--- config.mk ---
export PLATFORM = sky130hd
export DESIGN_NAME = regfile_alu_pipe_flat
export DESIGN_NICKNAME = d
export VERILOG_FILES = /design/src/rtl/lapido_alu_pkg.sv /design/src/rtl/regfile_alu_pipe_if.sv /design/src/rtl/alu_core.sv /design/src/rtl/regfile_alu_pipe.sv /design/src/flat_wrapper.sv
export SDC_FILE = /design/constraint.sdc
export NUM_CORES = 1
export LEC_CHECK = 0
export ABC_CLOCK_PERIOD_IN_PS = 4600
export CORE_MARGIN = 4
export CORE_UTILIZATION = 46
export CTS_CLUSTER_DIAMETER = 40
export DETAILED_ROUTE_END_ITERATION = 7
export DONT_BUFFER_PORTS = 1
export PLACE_DENSITY = 0.66
export SYNTH_ARGS = -nofsm -noshare
export SYNTH_HDL_FRONTEND = slang
export SYNTH_SLANG_ARGS = --single-unit
--- constraint.sdc ---
create_clock -name clock -period 4.6 [get_ports clock]
set_clock_uncertainty 0.05 [all_clocks]
set_input_delay 0.23 -clock clock [delete_from_list [all_inputs] [get_ports clock]]
set_output_delay 0.23 -clock clock [all_outputs]
set_load 0.005 [all_outputs]
--- src/rtl/lapido_alu_pkg.sv ---
`default_nettype none
// ============================================================================
// Package  : lapido_alu_pkg
// Brief    : Op codes, flag bit positions and FSM states for regfile_alu_pipe
// Revision : 1.0
// ============================================================================
package lapido_alu_pkg;

    // Undefined codes behave like NOP: result 0 and no write-back.
    typedef enum logic [3:0] {
        OP_NOP    = 4'd0,
        OP_ADD    = 4'd1,
        OP_SUB    = 4'd2,
        OP_AND    = 4'd3,
        OP_OR     = 4'd4,
        OP_XOR    = 4'd5,
        OP_NOT    = 4'd6,
        OP_SHL    = 4'd7,
        OP_SHR    = 4'd8,
        OP_PASS_B = 4'd9,
        OP_CMP    = 4'd10
    } op_e;

    // flags = {Z,N,C,V}
    localparam int FLAG_Z = 3;
    localparam int FLAG_N = 2;
    localparam int FLAG_C = 1;
    localparam int FLAG_V = 0;

    typedef enum logic [0:0] {
        ST_RUN   = 1'b0,
        ST_CLEAR = 1'b1
    } state_e;

    function automatic logic op_writes(input op_e op);
        logic wr;
        case (op)
            OP_ADD, OP_SUB, OP_AND, OP_OR, OP_XOR,
            OP_NOT, OP_SHL, OP_SHR, OP_PASS_B: wr = 1'b1;
            default:                           wr = 1'b0;
        endcase
        return wr;
    endfunction

endpackage
`default_nettype wire

--- src/rtl/regfile_alu_pipe_if.sv ---
`default_nettype none
// ============================================================================
// Interface : regfile_alu_pipe_if
// Brief     : Op-issue handshake and result bus between control unit and datapath
// Revision  : 1.0
// ============================================================================
interface regfile_alu_pipe_if #(
    parameter int WIDTH = 16,
    parameter int DEPTH = 16
);
    localparam int AW = $clog2(DEPTH);

    logic             op_valid;
    logic             op_ready;
    logic [3:0]       op_code;
    logic [AW-1:0]    rd_a;
    logic [AW-1:0]    rs_b;
    logic             use_imm;
    logic [WIDTH-1:0] imm;
    logic             clear_req;
    logic [WIDTH-1:0] result;
    logic             res_valid;
    logic [3:0]       flags;

    modport master (
        output op_valid, op_code, rd_a, rs_b, use_imm, imm, clear_req,
        input  op_ready, result, res_valid, flags
    );

    modport slave (
        input  op_valid, op_code, rd_a, rs_b, use_imm, imm, clear_req,
        output op_ready, result, res_valid, flags
    );

endinterface
`default_nettype wire

--- src/rtl/alu_core.sv ---
`default_nettype none
// ============================================================================
// Module   : alu_core
// Brief    : Combinational ALU producing a WIDTH-bit result and {Z,N,C,V}
// Revision : 1.0
// ============================================================================
module alu_core
    import lapido_alu_pkg::*;
#(
    parameter int WIDTH = 16
) (
    input  logic [WIDTH-1:0] i_a,
    input  logic [WIDTH-1:0] i_b,
    input  op_e              i_op,
    output logic [WIDTH-1:0] o_result,
    output logic [3:0]       o_flags
);
    localparam int SW  = $clog2(WIDTH);
    localparam int MSB = WIDTH - 1;

    logic [WIDTH:0]   w_sum;
    logic [WIDTH:0]   w_diff;
    logic [WIDTH:0]   w_shl;
    logic [WIDTH:0]   w_shr;
    logic [SW-1:0]    w_amt;
    logic [WIDTH-1:0] w_res;
    logic             w_c;
    logic             w_v;

    assign w_amt  = i_b[SW-1:0];
    assign w_sum  = {1'b0, i_a} + {1'b0, i_b};
    assign w_diff = {1'b0, i_a} - {1'b0, i_b};
    // One spare bit on the exit side catches the last bit shifted out.
    assign w_shl  = {1'b0, i_a} << w_amt;
    assign w_shr  = {i_a, 1'b0} >> w_amt;

    always_comb begin
        w_res = '0;
        w_c   = 1'b0;
        w_v   = 1'b0;
        case (i_op)
            OP_ADD: begin
                w_res = w_sum[WIDTH-1:0];
                w_c   = w_sum[WIDTH];
                w_v   = (i_a[MSB] == i_b[MSB]) && (w_res[MSB] != i_a[MSB]);
            end
            OP_SUB, OP_CMP: begin
                w_res = w_diff[WIDTH-1:0];
                w_c   = ~w_diff[WIDTH];
                w_v   = (i_a[MSB] != i_b[MSB]) && (w_res[MSB] != i_a[MSB]);
            end
            OP_AND:    w_res = i_a & i_b;
            OP_OR:     w_res = i_a | i_b;
            OP_XOR:    w_res = i_a ^ i_b;
            OP_NOT:    w_res = ~i_a;
            OP_PASS_B: w_res = i_b;
            OP_SHL: begin
                w_res = w_shl[WIDTH-1:0];
                w_c   = w_shl[WIDTH];
            end
            OP_SHR: begin
                w_res = w_shr[WIDTH:1];
                w_c   = w_shr[0];
            end
            default: w_res = '0;
        endcase
    end

    assign o_result        = w_res;
    assign o_flags[FLAG_Z] = (w_res == '0);
    assign o_flags[FLAG_N] = w_res[MSB];
    assign o_flags[FLAG_C] = w_c;
    assign o_flags[FLAG_V] = w_v;

endmodule
`default_nettype wire

--- src/rtl/regfile_alu_pipe.sv ---
`default_nettype none
// ============================================================================
// Module   : regfile_alu_pipe
// Brief    : Register bank with a forwarded read/execute pipeline and sequenced clear
// Revision : 1.0
// ============================================================================
module regfile_alu_pipe
    import lapido_alu_pkg::*;
#(
    parameter int WIDTH = 16,
    parameter int DEPTH = 16
) (
    input  logic                 clock,
    input  logic                 reset,
    regfile_alu_pipe_if.slave    bus
);
    localparam int AW = $clog2(DEPTH);

    state_e           state_q,   state_d;
    logic [AW-1:0]    clr_idx_q, clr_idx_d;
    logic [WIDTH-1:0] bank_q [DEPTH];
    logic [WIDTH-1:0] bank_d [DEPTH];

    // Issue stage: op captured at accept, operands read during the next cycle.
    logic             s1_valid_q,   s1_valid_d;
    op_e              s1_op_q,      s1_op_d;
    logic [AW-1:0]    s1_ra_q,      s1_ra_d;
    logic [AW-1:0]    s1_rb_q,      s1_rb_d;
    logic             s1_use_imm_q, s1_use_imm_d;
    logic [WIDTH-1:0] s1_imm_q,     s1_imm_d;

    logic             s2_valid_q,   s2_valid_d;
    op_e              s2_op_q,      s2_op_d;
    logic [AW-1:0]    s2_dest_q,    s2_dest_d;
    logic [WIDTH-1:0] s2_a_q,       s2_a_d;
    logic [WIDTH-1:0] s2_b_q,       s2_b_d;

    logic [WIDTH-1:0] result_q,     result_d;
    logic [3:0]       flags_q,      flags_d;
    logic             res_valid_q,  res_valid_d;

    logic             w_op_ready;
    logic             w_accept;
    logic             w_s2_wr;
    logic             w_drained;
    logic             w_clr_en;
    logic [WIDTH-1:0] w_alu_res;
    logic [3:0]       w_alu_flags;
    logic [WIDTH-1:0] w_opnd_a;
    logic [WIDTH-1:0] w_opnd_b;

    alu_core #(.WIDTH(WIDTH)) u_alu (
        .i_a      (s2_a_q),
        .i_b      (s2_b_q),
        .i_op     (s2_op_q),
        .o_result (w_alu_res),
        .o_flags  (w_alu_flags)
    );

    assign w_op_ready = (state_q == ST_RUN) && !bus.clear_req;
    assign w_accept   = bus.op_valid && w_op_ready;
    assign w_s2_wr    = s2_valid_q && op_writes(s2_op_q);
    assign w_drained  = !s1_valid_q && !s2_valid_q;
    assign w_clr_en   = (state_q == ST_CLEAR) && w_drained;

    // The retiring op writes the bank on the same edge these operands are
    // latched, so its result must bypass the bank.
    assign w_opnd_a = (w_s2_wr && (s2_dest_q == s1_ra_q)) ? w_alu_res : bank_q[s1_ra_q];
    assign w_opnd_b = s1_use_imm_q                        ? s1_imm_q  :
                      (w_s2_wr && (s2_dest_q == s1_rb_q)) ? w_alu_res : bank_q[s1_rb_q];

    always_comb begin
        state_d   = state_q;
        clr_idx_d = clr_idx_q;
        case (state_q)
            ST_RUN: begin
                if (bus.clear_req) begin
                    state_d   = ST_CLEAR;
                    clr_idx_d = '0;
                end
            end
            ST_CLEAR: begin
                if (w_clr_en) begin
                    clr_idx_d = clr_idx_q + 1'b1;
                    if (clr_idx_q == AW'(DEPTH - 1)) begin
                        state_d = ST_RUN;
                    end
                end
            end
            default: state_d = ST_RUN;
        endcase

        s1_valid_d   = w_accept;
        s1_op_d      = w_accept ? op_e'(bus.op_code) : s1_op_q;
        s1_ra_d      = w_accept ? bus.rd_a    : s1_ra_q;
        s1_rb_d      = w_accept ? bus.rs_b    : s1_rb_q;
        s1_use_imm_d = w_accept ? bus.use_imm : s1_use_imm_q;
        s1_imm_d     = w_accept ? bus.imm     : s1_imm_q;

        s2_valid_d   = s1_valid_q;
        s2_op_d      = s1_valid_q ? s1_op_q  : s2_op_q;
        s2_dest_d    = s1_valid_q ? s1_ra_q  : s2_dest_q;
        s2_a_d       = s1_valid_q ? w_opnd_a : s2_a_q;
        s2_b_d       = s1_valid_q ? w_opnd_b : s2_b_q;

        res_valid_d  = s2_valid_q;
        result_d     = s2_valid_q ? w_alu_res   : result_q;
        flags_d      = s2_valid_q ? w_alu_flags : flags_q;

        bank_d = bank_q;
        if (w_s2_wr) begin
            bank_d[s2_dest_q] = w_alu_res;
        end
        if (w_clr_en) begin
            bank_d[clr_idx_q] = '0;
        end
    end

    always_ff @(posedge clock or negedge reset) begin
        if (!reset) begin
            state_q      <= ST_RUN;
            clr_idx_q    <= '0;
            for (int i = 0; i < DEPTH; i++) begin
                bank_q[i] <= '0;
            end
            s1_valid_q   <= 1'b0;
            s1_op_q      <= OP_NOP;
            s1_ra_q      <= '0;
            s1_rb_q      <= '0;
            s1_use_imm_q <= 1'b0;
            s1_imm_q     <= '0;
            s2_valid_q   <= 1'b0;
            s2_op_q      <= OP_NOP;
            s2_dest_q    <= '0;
            s2_a_q       <= '0;
            s2_b_q       <= '0;
            result_q     <= '0;
            flags_q      <= '0;
            res_valid_q  <= 1'b0;
        end else begin
            state_q      <= state_d;
            clr_idx_q    <= clr_idx_d;
            bank_q       <= bank_d;
            s1_valid_q   <= s1_valid_d;
            s1_op_q      <= s1_op_d;
            s1_ra_q      <= s1_ra_d;
            s1_rb_q      <= s1_rb_d;
            s1_use_imm_q <= s1_use_imm_d;
            s1_imm_q     <= s1_imm_d;
            s2_valid_q   <= s2_valid_d;
            s2_op_q      <= s2_op_d;
            s2_dest_q    <= s2_dest_d;
            s2_a_q       <= s2_a_d;
            s2_b_q       <= s2_b_d;
            result_q     <= result_d;
            flags_q      <= flags_d;
            res_valid_q  <= res_valid_d;
        end
    end

    assign bus.op_ready  = w_op_ready;
    assign bus.result    = result_q;
    assign bus.res_valid = res_valid_q;
    assign bus.flags     = flags_q;

endmodule
`default_nettype wire

--- src/flat_wrapper.sv ---
// flat-port wrapper written by rule: the top's interface ports become plain ports
module regfile_alu_pipe_flat import lapido_alu_pkg::*;
#(
    parameter int WIDTH = 16,
    parameter int DEPTH = 16
)
  (clock, reset, bus_op_valid, bus_op_code, bus_rd_a, bus_rs_b, bus_use_imm, bus_imm, bus_clear_req, bus_op_ready, bus_result, bus_res_valid, bus_flags);
  regfile_alu_pipe_if #(.WIDTH(WIDTH), .DEPTH(DEPTH)) bus_i ();
  input  logic clock;
  input  logic reset;
  input wire logic [$bits(bus_i.op_valid)-1:0] bus_op_valid;
  input wire logic [$bits(bus_i.op_code)-1:0] bus_op_code;
  input wire logic [$bits(bus_i.rd_a)-1:0] bus_rd_a;
  input wire logic [$bits(bus_i.rs_b)-1:0] bus_rs_b;
  input wire logic [$bits(bus_i.use_imm)-1:0] bus_use_imm;
  input wire logic [$bits(bus_i.imm)-1:0] bus_imm;
  input wire logic [$bits(bus_i.clear_req)-1:0] bus_clear_req;
  output wire logic [$bits(bus_i.op_ready)-1:0] bus_op_ready;
  output wire logic [$bits(bus_i.result)-1:0] bus_result;
  output wire logic [$bits(bus_i.res_valid)-1:0] bus_res_valid;
  output wire logic [$bits(bus_i.flags)-1:0] bus_flags;
  assign bus_i.op_valid = bus_op_valid;
  assign bus_i.op_code = bus_op_code;
  assign bus_i.rd_a = bus_rd_a;
  assign bus_i.rs_b = bus_rs_b;
  assign bus_i.use_imm = bus_use_imm;
  assign bus_i.imm = bus_imm;
  assign bus_i.clear_req = bus_clear_req;
  assign bus_op_ready = bus_i.op_ready;
  assign bus_result = bus_i.result;
  assign bus_res_valid = bus_i.res_valid;
  assign bus_flags = bus_i.flags;
  regfile_alu_pipe #(.WIDTH(WIDTH), .DEPTH(DEPTH)) u_core (.clock(clock), .reset(reset), .bus(bus_i));
endmodule
Word level (Yosys, flattened, before mapping):

Memory sizes are Yosys's and may differ from the RTL's.
Cells that the tools add are included.

* bits of input ports: 33
* register bits: 353
* memories: 1
* output and inout bits: 22
* memory bits (read-only): 16

* $lt $le $gt $ge: 6
* multiplexer cells: 26
* equality and inequality tests: 19
* add/sub/neg operators: 3
* bitwise operators: 12
* reduce and logical (&&, ||, !) cells: 17
* shift operators: 2

Memories
* (name not given): depth 16, width 1, rd ports 1, clocked after Yosys merged registers in 0, write ports 0, RTL line lapido_alu_pkg.sv:37 `case (op)`

Operators by type and width (count)
* 256-bit 2-to-1 mux: 2
* 256-bit AND: 1
* 256-bit bitwise mux: 1
* 256-bit NOT: 1
* 16-bit 2-to-1 mux: 9
* 16-bit one-hot mux with 9 select lines: 1
* 16-bit binary-select mux with 4-bit select: 2
* 16-bit demux with 4-bit select: 2
* 5-bit >= comparator (second input constant): 4
* 4-bit NOT with 5-bit output: 4
* 16-bit by 16-bit adder with 17-bit output: 1
* 16-bit by 4-bit << shifter with 17-bit output: 1
* 17-bit by 4-bit >> shifter with 17-bit output: 1
* 16-bit by 16-bit subtractor with 17-bit output: 1
* 16-bit AND: 1
* 4-bit by 3-bit equality test with 1-bit output (second input constant): 4
* 4-bit equality test (second input constant): 4
* 16-bit zero test: 1
* 16-bit NOT: 1
* 16-bit bitwise OR: 1
* 16-bit bitwise XOR: 1
* 1-bit logical AND: 11
* 5-bit by 1-bit less-than comparator with 1-bit output (second input constant): 2
* 4-bit by 2-bit equality test with 1-bit output (second input constant): 2
* other kinds (15): 26

Depth between registers and ports, before layout:

Gate-level depths: netlist of run 1.

* depth in word-level cells: 9
* depth in mapped cells: 15
* mapped depth without buffers: 13

Hierarchy:

From an unflattened synthesis of run 1, not the netlist that was laid out.

* cells, all modules: 2130
* area, all modules: 23147.2 µm²

Modules (own cells, without submodules)
* regfile_alu_pipe: cells each 1508, area an instance 18671.7 µm², instances 1
* alu_core: cells each 622, area an instance 4475.5 µm², instances 1

Worst setup path before layout of run 1:

OpenSTA, ideal clock, no wires.

* path type: reg2reg
* start: register u_core.s2_b_q[2]
* end: register u_core.flags_q[3], in the netlist u_core.bus.flags[3]
* arrival: 3.372 ns
* path buffers: 2
* clock period less this slack: 3.526 ns
* setup slack: 1.074 ns
* stages on the path, launching flop included: 13
* path through: dfrtp_1 -> inv_2 -> clkbuf_1 -> ha_1 -> buf_2 -> nand2b_1 -> a2111o_1 -> and3_1 -> a221o_1 -> a2111oi_0 -> and3_1 -> nand4_1 -> o41ai_2

* longest elaborated chain between the ends: 3
* elaborated cells on any way between the ends: 9

Ends and longest elaborated chain
* start: declaration: RTL line regfile_alu_pipe.sv:36 `logic [WIDTH-1:0] s2_b_q, s2_b_d;`
* start signal: assignment: RTL line regfile_alu_pipe.sv:136 `s2_b_q <= '0;`
* start signal: assignment: RTL line regfile_alu_pipe.sv:154 `s2_b_q <= s2_b_d;`
* 16-bit by 16-bit subtractor with 17-bit output (tied with other cells): RTL line alu_core.sv:32 `assign w_diff = {1'b0, i_a} - {1'b0, i_b};`
* 16-bit one-hot mux with 9 select lines *: RTL line alu_core.sv:41 `case (i_op)`
* 16-bit zero test *: RTL line alu_core.sv:70 `assign o_flags[FLAG_Z] = (w_res == '0);`
* end signal: assignment: RTL line regfile_alu_pipe.sv:156 `flags_q <= flags_d;`
* end: declaration: RTL line regfile_alu_pipe.sv:39 `logic [3:0] flags_q, flags_d;`

Every way passes the cells marked *; elsewhere a longest branch is shown, timed or not.
A chain may end at the register's enable or synchronous reset.

Worst setup path in the final report of run 1:

* start: register u_core.s2_op_q[3]
* end: register u_core.s2_b_q[4]

* longest elaborated chain between the ends: 5
* elaborated cells on any way between the ends: 17

Ends and longest elaborated chain
* start: declaration: RTL line regfile_alu_pipe.sv:33 `op_e s2_op_q, s2_op_d;`
* start signal: assignment: RTL line regfile_alu_pipe.sv:151 `s2_op_q <= s2_op_d;`
* memory 16 x 1 bit (tied with other cells)
* 1-bit logical AND or 2-bit OR reduction (tied branches): RTL line regfile_alu_pipe.sv:62, alu_core.sv:41
* 1-bit logical AND or 16-bit one-hot mux with 9 select lines (tied branches): RTL line regfile_alu_pipe.sv:70, alu_core.sv:41
* 16-bit 2-to-1 mux *: RTL line regfile_alu_pipe.sv:70 `(w_s2_wr && (s2_dest_q == s1_rb_q)) ? w_alu_res : bank_q[s1_rb_q];`
* 16-bit 2-to-1 mux *: RTL line regfile_alu_pipe.sv:69 `assign w_opnd_b = s1_use_imm_q ? s1_imm_q :`

Marked as above.

==> reports/metrics.csv, run 1 <==
stage,metric,value,unit
run_status,status,"finished, violations left",
run_status,failed_checks,hold timing,
sta,grt_setup_unrepaired,false,
power,irDropWorstVdd,0.4062,mV
drt,drt-total-wl,82600,µm
synth,ys_ff_latch,352,
critical_path,arrival,4.51,ns
synth,ys_warn_count,0,
sta,holdWs,-0.7225,ns
drt,vias,19080,
critical_path,start_kind,flop,
grt,grt_pass1_wl,123500,µm
grt,grt_antenna_before_repair,2,
synth,synth_top_flop_cell,dfrtp_1,
clock_network,clk_pin_slew,0.05,ns
sta,final.period_utilization,87.82,%
die,die_w,230.2,µm
synth,synth-async-reset-ratio,100.0,%
synth,synth_edf_count,0,
sta,timing.fmax,247.5,MHz
min_path,hold_path_class,in -> async,
die,die_h,230.2,µm
drt,drc,0,
die,start_util,46.51,%
sta,slew_violations,0,
clock_network,root_buffer,clkbuf_16,
grt,grt_pass1_vias,18810,
finish,mostFrequentLayoutCells,"nor2_1 (352), dfrtp_1 (346), a211oi_1 (238)",
sta,hold_viol_final,352,
grt,grt-ovfl-total,0,
finish,fin_nets,2200,
synth,ys_seq_area_share,38.77,%
synth,synth_cells,2159,
clock_network,htree_levels,2,
clock_network,cts_buffers,57,
die,std_cell_rows,81,
critical_path,crit_fanout,21,
placement,routabilityCongestion,1.035,
sta,tightest_slew,1.297,ns
power,p_per_area,746.7,nW/µm²
die,die_area,53010,µm²
synth,synth_nets,2247,
sta,finalSetupTns,0,ns
placement,numPortBuffers,0,
critical_path,slowest_stage,dfrtp_1,
die,io-pin-count,55,
clock_network,cts_hold_buf,30,
clock_network,cts.sinks,352,
finish,final_common_cell,nor2_1,
critical_path,critPathBufInv,1,
grt,grt_max_degree,353,
finish,post-route-util,52.72,%
critical_path,end_kind,flop,
job,maxCapViolations,0,
critical_path,cp_common_cell,o211ai_1,
clock_network,clockBufferDepth,3,
synth,syn_area_per_cell,10.52,µm²
synth,yosysUniqueCellTypes,88,
synth,synth_area,22720,µm²
critical_path,path_delay_family,compound AO/OA/AOI/OAI gates,
finish,area_delta_synth_final,13.34,%
placement,place.detailed.hpwl,55700,µm
clock_network,clk_latency,0.62,ns
clock_network,post_cts.repair.setup_buffers,0,
drt,first_iter_violations,2472,
grt,grt_use_total,30.79,%
drt,dr.pass1.iters,6,
sta,slew_headroom,13.52,%
critical_path,worst-endpoint-required,5.07,ns
clock_network,tritoncts,done,
drt,vias_per_cell,6.756,
critical_path,cpPeakStageDelay,0.90,ns
critical_path,critical_path_class,reg -> reg,
finish,drive_gt1_share,23.10,%
die,core_area,48850,µm²
finish,antennaDiodeCount,0,
drt,wire_per_inst,29.25,µm
power,p_leak,10.11,nW
sta,setup_violations,0,
clock_network,cts_resized,0,
drt,postRouteAntennaNets,0,
sta,min_period,4.040,ns
critical_path,path_cells,"nor4b_2, nand2_1, a311oi_1, a211oi_1, o211a_1, buf_4, o211ai_1, o211ai_1, o21ai_0",
[kinds of logic (layout without fill, tap and decap cells)]
group / count (synthesis) / after routing / share of synthesized area, %
AOI/OAI and AO/OA: 532 / 532 / 16.82
muxes: 286 / 286 / 22.87
xor gates and xnor gates: 14 / 14 / 0.5397
buffers and inverters: 304 / 305 / 5.430
DFF: 352 / 352 / 38.77
and+or+nand+nor: 616 / 616 / 12.47
adders and majority gates: 55 / 55 / 3.095
[path summary, 6_finish.rpt]
check / start / endpoint / slack [ns] / cells past startpoint
min in group clock: bus_rs_b[2] / u_core.s1_rb_q[2] / 0.25 / 2
min reg2reg: u_core.s1_op_q[3] / u_core.s2_op_q[3] / 0.45 / 2
max: u_core.s2_op_q[3] / u_core.s2_b_q[4] / 0.56 / 9
max reg2reg: u_core.s2_op_q[3] / u_core.s2_b_q[4] / 0.56 / 9
max in group asynchronous: reset / u_core.s1_rb_q[0] / 4.24 / 0
min: reset / u_core.bank_q[51] / -0.72 / 0
[cells in the mapped netlist, types with 18 or more instances]
master,n,share of area [%]
a211oi_1,238,7.9
a21oi_1,69,1.5
a31oi_1,18,0.50
and2_1,27,0.74
buf_1,55,0.91
buf_2,38,0.84
clkbuf_1,141,2.3
dfrtp_1,352,39
ha_1,53,2.9
inv_1,56,0.93
mux2_2,51,2.5
mux2i_1,53,2.3
mux4_2,181,18
nand2_1,71,1.2
nand2b_1,30,0.83
nor2_1,364,6.0
nor3_1,25,0.55
o211ai_1,24,0.79
o21ai_0,56,1.2
[state kept, by name (all words and copies together) (netlist names)]
register and count:
u_core.bus.flags 4, u_core.s2_b_q 16, u_core.clr_idx_q 4, u_core.s1_ra_q 4, u_core.s2_dest_q 4, u_core.s1_valid_q 1, u_core.res_valid_d 1, u_core.s1_use_imm_q 1
u_core.state_q 1, u_core.bank_q 256, u_core.bus.result 15, u_core.s1_op_q 4, u_core.s2_a_q 16, u_core.bus.res_valid 1, u_core.s1_rb_q 4, u_core.s2_op_q 4
u_core.s1_imm_q 16
[metal layers]
| layer | share of wire, % | wire, µm | GRT usage [%] | vias up |
|---|---|---|---|---|
| met3 | 9.8 | 8118 | 6.169 | 240 |
| li1 | - | - | - | 7984 |
| met5 | 0.029 | 24 | 0 | - |
| met1 | 39 | 32320 | 41.92 | 9671 |
| met2 | 46 | 37990 | 48.22 | 1179 |
| met4 | 5.0 | 4151 | 13.50 | 4 |
[where the power goes]
group / internal [mW] / switching [mW] / total (mW)
clock network: 2.70 / 1.68 / 4.38
logic: 3.62 / 6.64 / 10.3
registers: 3.63 / 0.961 / 4.59
[cell type report]
class,count,area (µm²)
clock inverters,39,430.4
well taps,664,830.8
multi-input cells,1503,12780
fillers,4335,23100
repair buffers,136,1121
clock buffers,68,1538
inverters,62,232.7
flip-flops and latches,352,8821
[stage by stage]
step                std cells  power, mW  setup WS [ns]  cell area [µm²]  hold WS (ns)
floorplan                2159      10.93          1.074            22720       -0.1156
global placement         2687      14.54         0.6432            23480      -0.09323
detailed placement       2687      14.58         0.7076            23480      -0.09253
CTS                      2824      19.01         0.6932            25750       -0.7431
global route             2824      20.00         0.4711            25750       -0.7390
finish                   2824      19.23         0.5601            25750       -0.7225
Note: power is estimated with default switching activity, not from simulation.
==> inputs of run 2 (changes only) <==
SYNTH_HIERARCHICAL = 1   (was not set)
==> run 2 against run 1 <==
  * The run still ends with hold timing left
  * Maximum frequency fell by 9.3%
  * Combinational power fell by 65%
  * Clock power barely moved
  * Clock-buffer cell count fell by 2
  * Cell count fell by 0.57%
  * Non-clock buffer count fell by 18
  * Final area rose by 0.71%
  * Sequential power fell by 13%
  * Synthesized cell count fell by 1.3%
  * Register-to-register slack got worse by 0.41 ns
==> reports/metrics.csv, run 2 <==
stage,metric,value,unit
clock_network,root_buffer,clkbuf_16,
finish,area_delta_synth_final,12.05,%
synth,yosysTopAreaCell,dfrtp_1,
drt,highest_layer,met4,
critical_path,r2r_setup_slack,0.15,ns
min_path,hold_path_class,in -> async,
synth,ys_warn_count,6,
finish,fin_nets,2188,
grt,grt_use_total,27.66,%
critical_path,arrival,4.83,ns
finish,final_common_cell,dfrtp_1,
die,io-pin-count,55,
finish,largest_reg_flops,256,
synth,synth_top_flop_cell,dfrtp_1,
power,irDropWorstVdd,0.3252,mV
sta,slew_violations,0,
sta,worst_slack,0.1455,ns
clock_network,cts_hold_buf,30,
sta,hold_viol_final,353,
die,die_h,232.3,µm
drt,first_iter_violations,1769,
grt,grt_max_degree,354,
clock_network,clk_pin_slew,0.05,ns
grt,grt_pass1_vias,18380,
job,maxCapViolations,0,
finish,final_cells,2808,
drt,wl_met1,29820,µm
sta,final.period_utilization,96.84,%
critical_path,critical_path_class,reg -> reg,
placement,dp.cells,2678,
synth,yosys-top-cells-count,"dfrtp_1 (353), nor2_1 (323), mux2i_1 (309)",
critical_path,worst-endpoint-required,4.98,ns
run_status,failed_checks,hold timing,
synth,synth_nets,2218,
synth,synth_cells,2130,
clock_network,htree_levels,2,
run_status,status,"finished, violations left",
finish,drive_gt1_share,21.22,%
finish,multiInputGateArea,13080,µm²
finish,fillers,4363,
clock_network,tritoncts,done,
finish,seq_area,8847,µm²
die,core_area,49360,µm²
power,p_per_area,460.8,nW/µm²
placement,place.detailed.hpwl,50630,µm
sta,tightest_slew,1.240,ns
critical_path,start_kind,flop,
synth,yosysUniqueCellTypes,89,
clock_network,cts_resized,0,
clock_network,cts.sinks,353,
grt,grt_antenna_before_repair,0,
placement,routabilityCongestion,1.050,
sta,holdWs,-0.7034,ns
drt,vias_per_cell,6.445,
drt,dr_wl_met2,36830,µm
synth,ys_seq_area_share,38.16,%
finish,mostFrequentLayoutCells,"dfrtp_1 (346), nor2_1 (322), mux2i_1 (309)",
grt,grt_pass1_wl,114400,µm
drt,drt-total-wl,75550,µm
drt,vias,18100,
clock_network,cts_buffers,54,
finish,top_register,u_core/bank_q,
sta,slew_headroom,17.23,%
die,start_util,46.90,%
sta,min_period,4.455,ns
drt,wire_per_inst,26.91,µm
finish,antennaDiodeCount,0,
critical_path,reg2reg_from,u_core/s2_a_q[0],
synth,synth-async-reset-ratio,100.0,%
sta,timing.fmax,224.5,MHz
critical_path,r2r-end,u_core/bank_q[236],
sta,finalSetupTns,0,ns
critical_path,end_kind,flop,
grt,grt-ovfl-total,0,
drt,dr.pass1.iters,7,
synth,syn_area_per_cell,10.87,µm²
drt,dr_wl_met3,5713,µm
synth,synth_area,23150,µm²
drt,drc,0,
die,die_w,232.3,µm
power,finalPower,11.95,mW
die,std_cell_rows,81,
clock_network,clk_latency,0.59,ns
placement,dp_slack,0.2829,ns
clock_network,post_cts.repair.setup_buffers,0,
sta,setup_violations,0,
sta,grt_setup_unrepaired,false,
synth,synthTopCellsByArea,"dfrtp_1 (38%), mux2i_1 (13%), mux4_2 (13%), nor2_1 (5.2%), mux2_2 (4.3%)",
power,p_leak,11.52,nW
critical_path,reg2regPathDepth,14,
synth,yosysMostFrequentCell,dfrtp_1,
synth,synth.top_cell.area_share,38.16,%
placement,numPortBuffers,0,
die,die_area,53970,µm²
drt,postRouteAntennaNets,0,
critical_path,crit_fanout,16,
synth,synth_edf_count,0,
clock_network,clockBufferDepth,3,
synth,ys_ff_latch,353,
-- run 2: worst max-delay path by stage --
stage | slack [ns] | to | cells after the start | startpoint
2_1_floorplan | 0.46 | u_core/bus.flags[3] | 14 | u_core/s2_b_q[2]
3_3_place_gp | 0.32 | u_core/bank_q[172] | 14 | u_core/s2_a_q[0]
3_5_place_dp | 0.28 | u_core/bank_q[236] | 14 | u_core/s2_a_q[0]
4_1_cts | 0.25 | u_core/bank_q[236] | 14 | u_core/s2_a_q[0]
5_1_grt | 0.03 | u_core/bus.flags[3] | 13 | u_core/s2_a_q[1]
6_report | 0.15 | u_core/bank_q[236] | 14 | u_core/s2_a_q[0]
-- run 2: where the power goes --
| group | total (mW) | switching, mW | internal, mW | leakage, nW |
|---|---|---|---|---|
| sequential | 4.01 | 0.664 | 3.35 | 4.85 |
| clock | 4.37 | 1.57 | 2.80 | 0.935 |
| combinational | 3.57 | 2.19 | 1.38 | 5.73 |
-- run 2: layout make-up --
class                   instances  share of cell area (%)
multi-input cells            1505                   50.45
repair buffers                118                   3.801
inverters                      68                  0.9841
flip-flops and latches        353                   34.11
clock inverters                34                   1.795
clock buffers                  66                   5.659
well taps                     664                   3.203
-- run 2: critical path: stages, from the launching register on --
cell and delay, ns:
dfrtp_1 0.46, ha_1 0.30, fa_1 0.47, a211oi_1 0.33
nor3b_1 0.19, o41ai_1 0.36, buf_4 0.19, o31ai_1 0.08
a31oi_1 0.26, o22ai_1 0.11, o21ai_0 0.41, o211ai_1 0.48
buf_4 0.36, mux2i_1 0.16, nor2_1 0.06
-- run 2: cell families (layout without fill, tap and decap cells) --
logic type	after synthesis	after routing	share of synthesized area, %
AO/OA/AOI/OAI	338	338	10.49
XOR/XNOR	16	16	0.6054
adder cells (fa/ha/maj)	55	55	3.038
buffers and inverters	272	286	5.492
flip-flops	353	353	38.16
multiplexers	532	532	30.79
AND/OR/NAND/NOR	564	564	11.42
-- run 2: stage by stage --
step                      utilization, %  instance area, µm²  hold WS, ns
after floorplan                        -               23150      -0.1156
after global placement             48.02               23700     -0.09015
after global routing               52.55               25940      -0.7267
after CTS                          52.55               25940      -0.7259
final                              52.55               25940      -0.7034
after detailed placement           48.02               23700     -0.09188
-- run 2: per-layer routing --
layer  GRT usage (%)  vias to the layer above
met5               0                        -
met4           10.65                        0
met3           5.005                      238
met2           46.43                      904
met1           35.82                     9180
li1                -                     7776
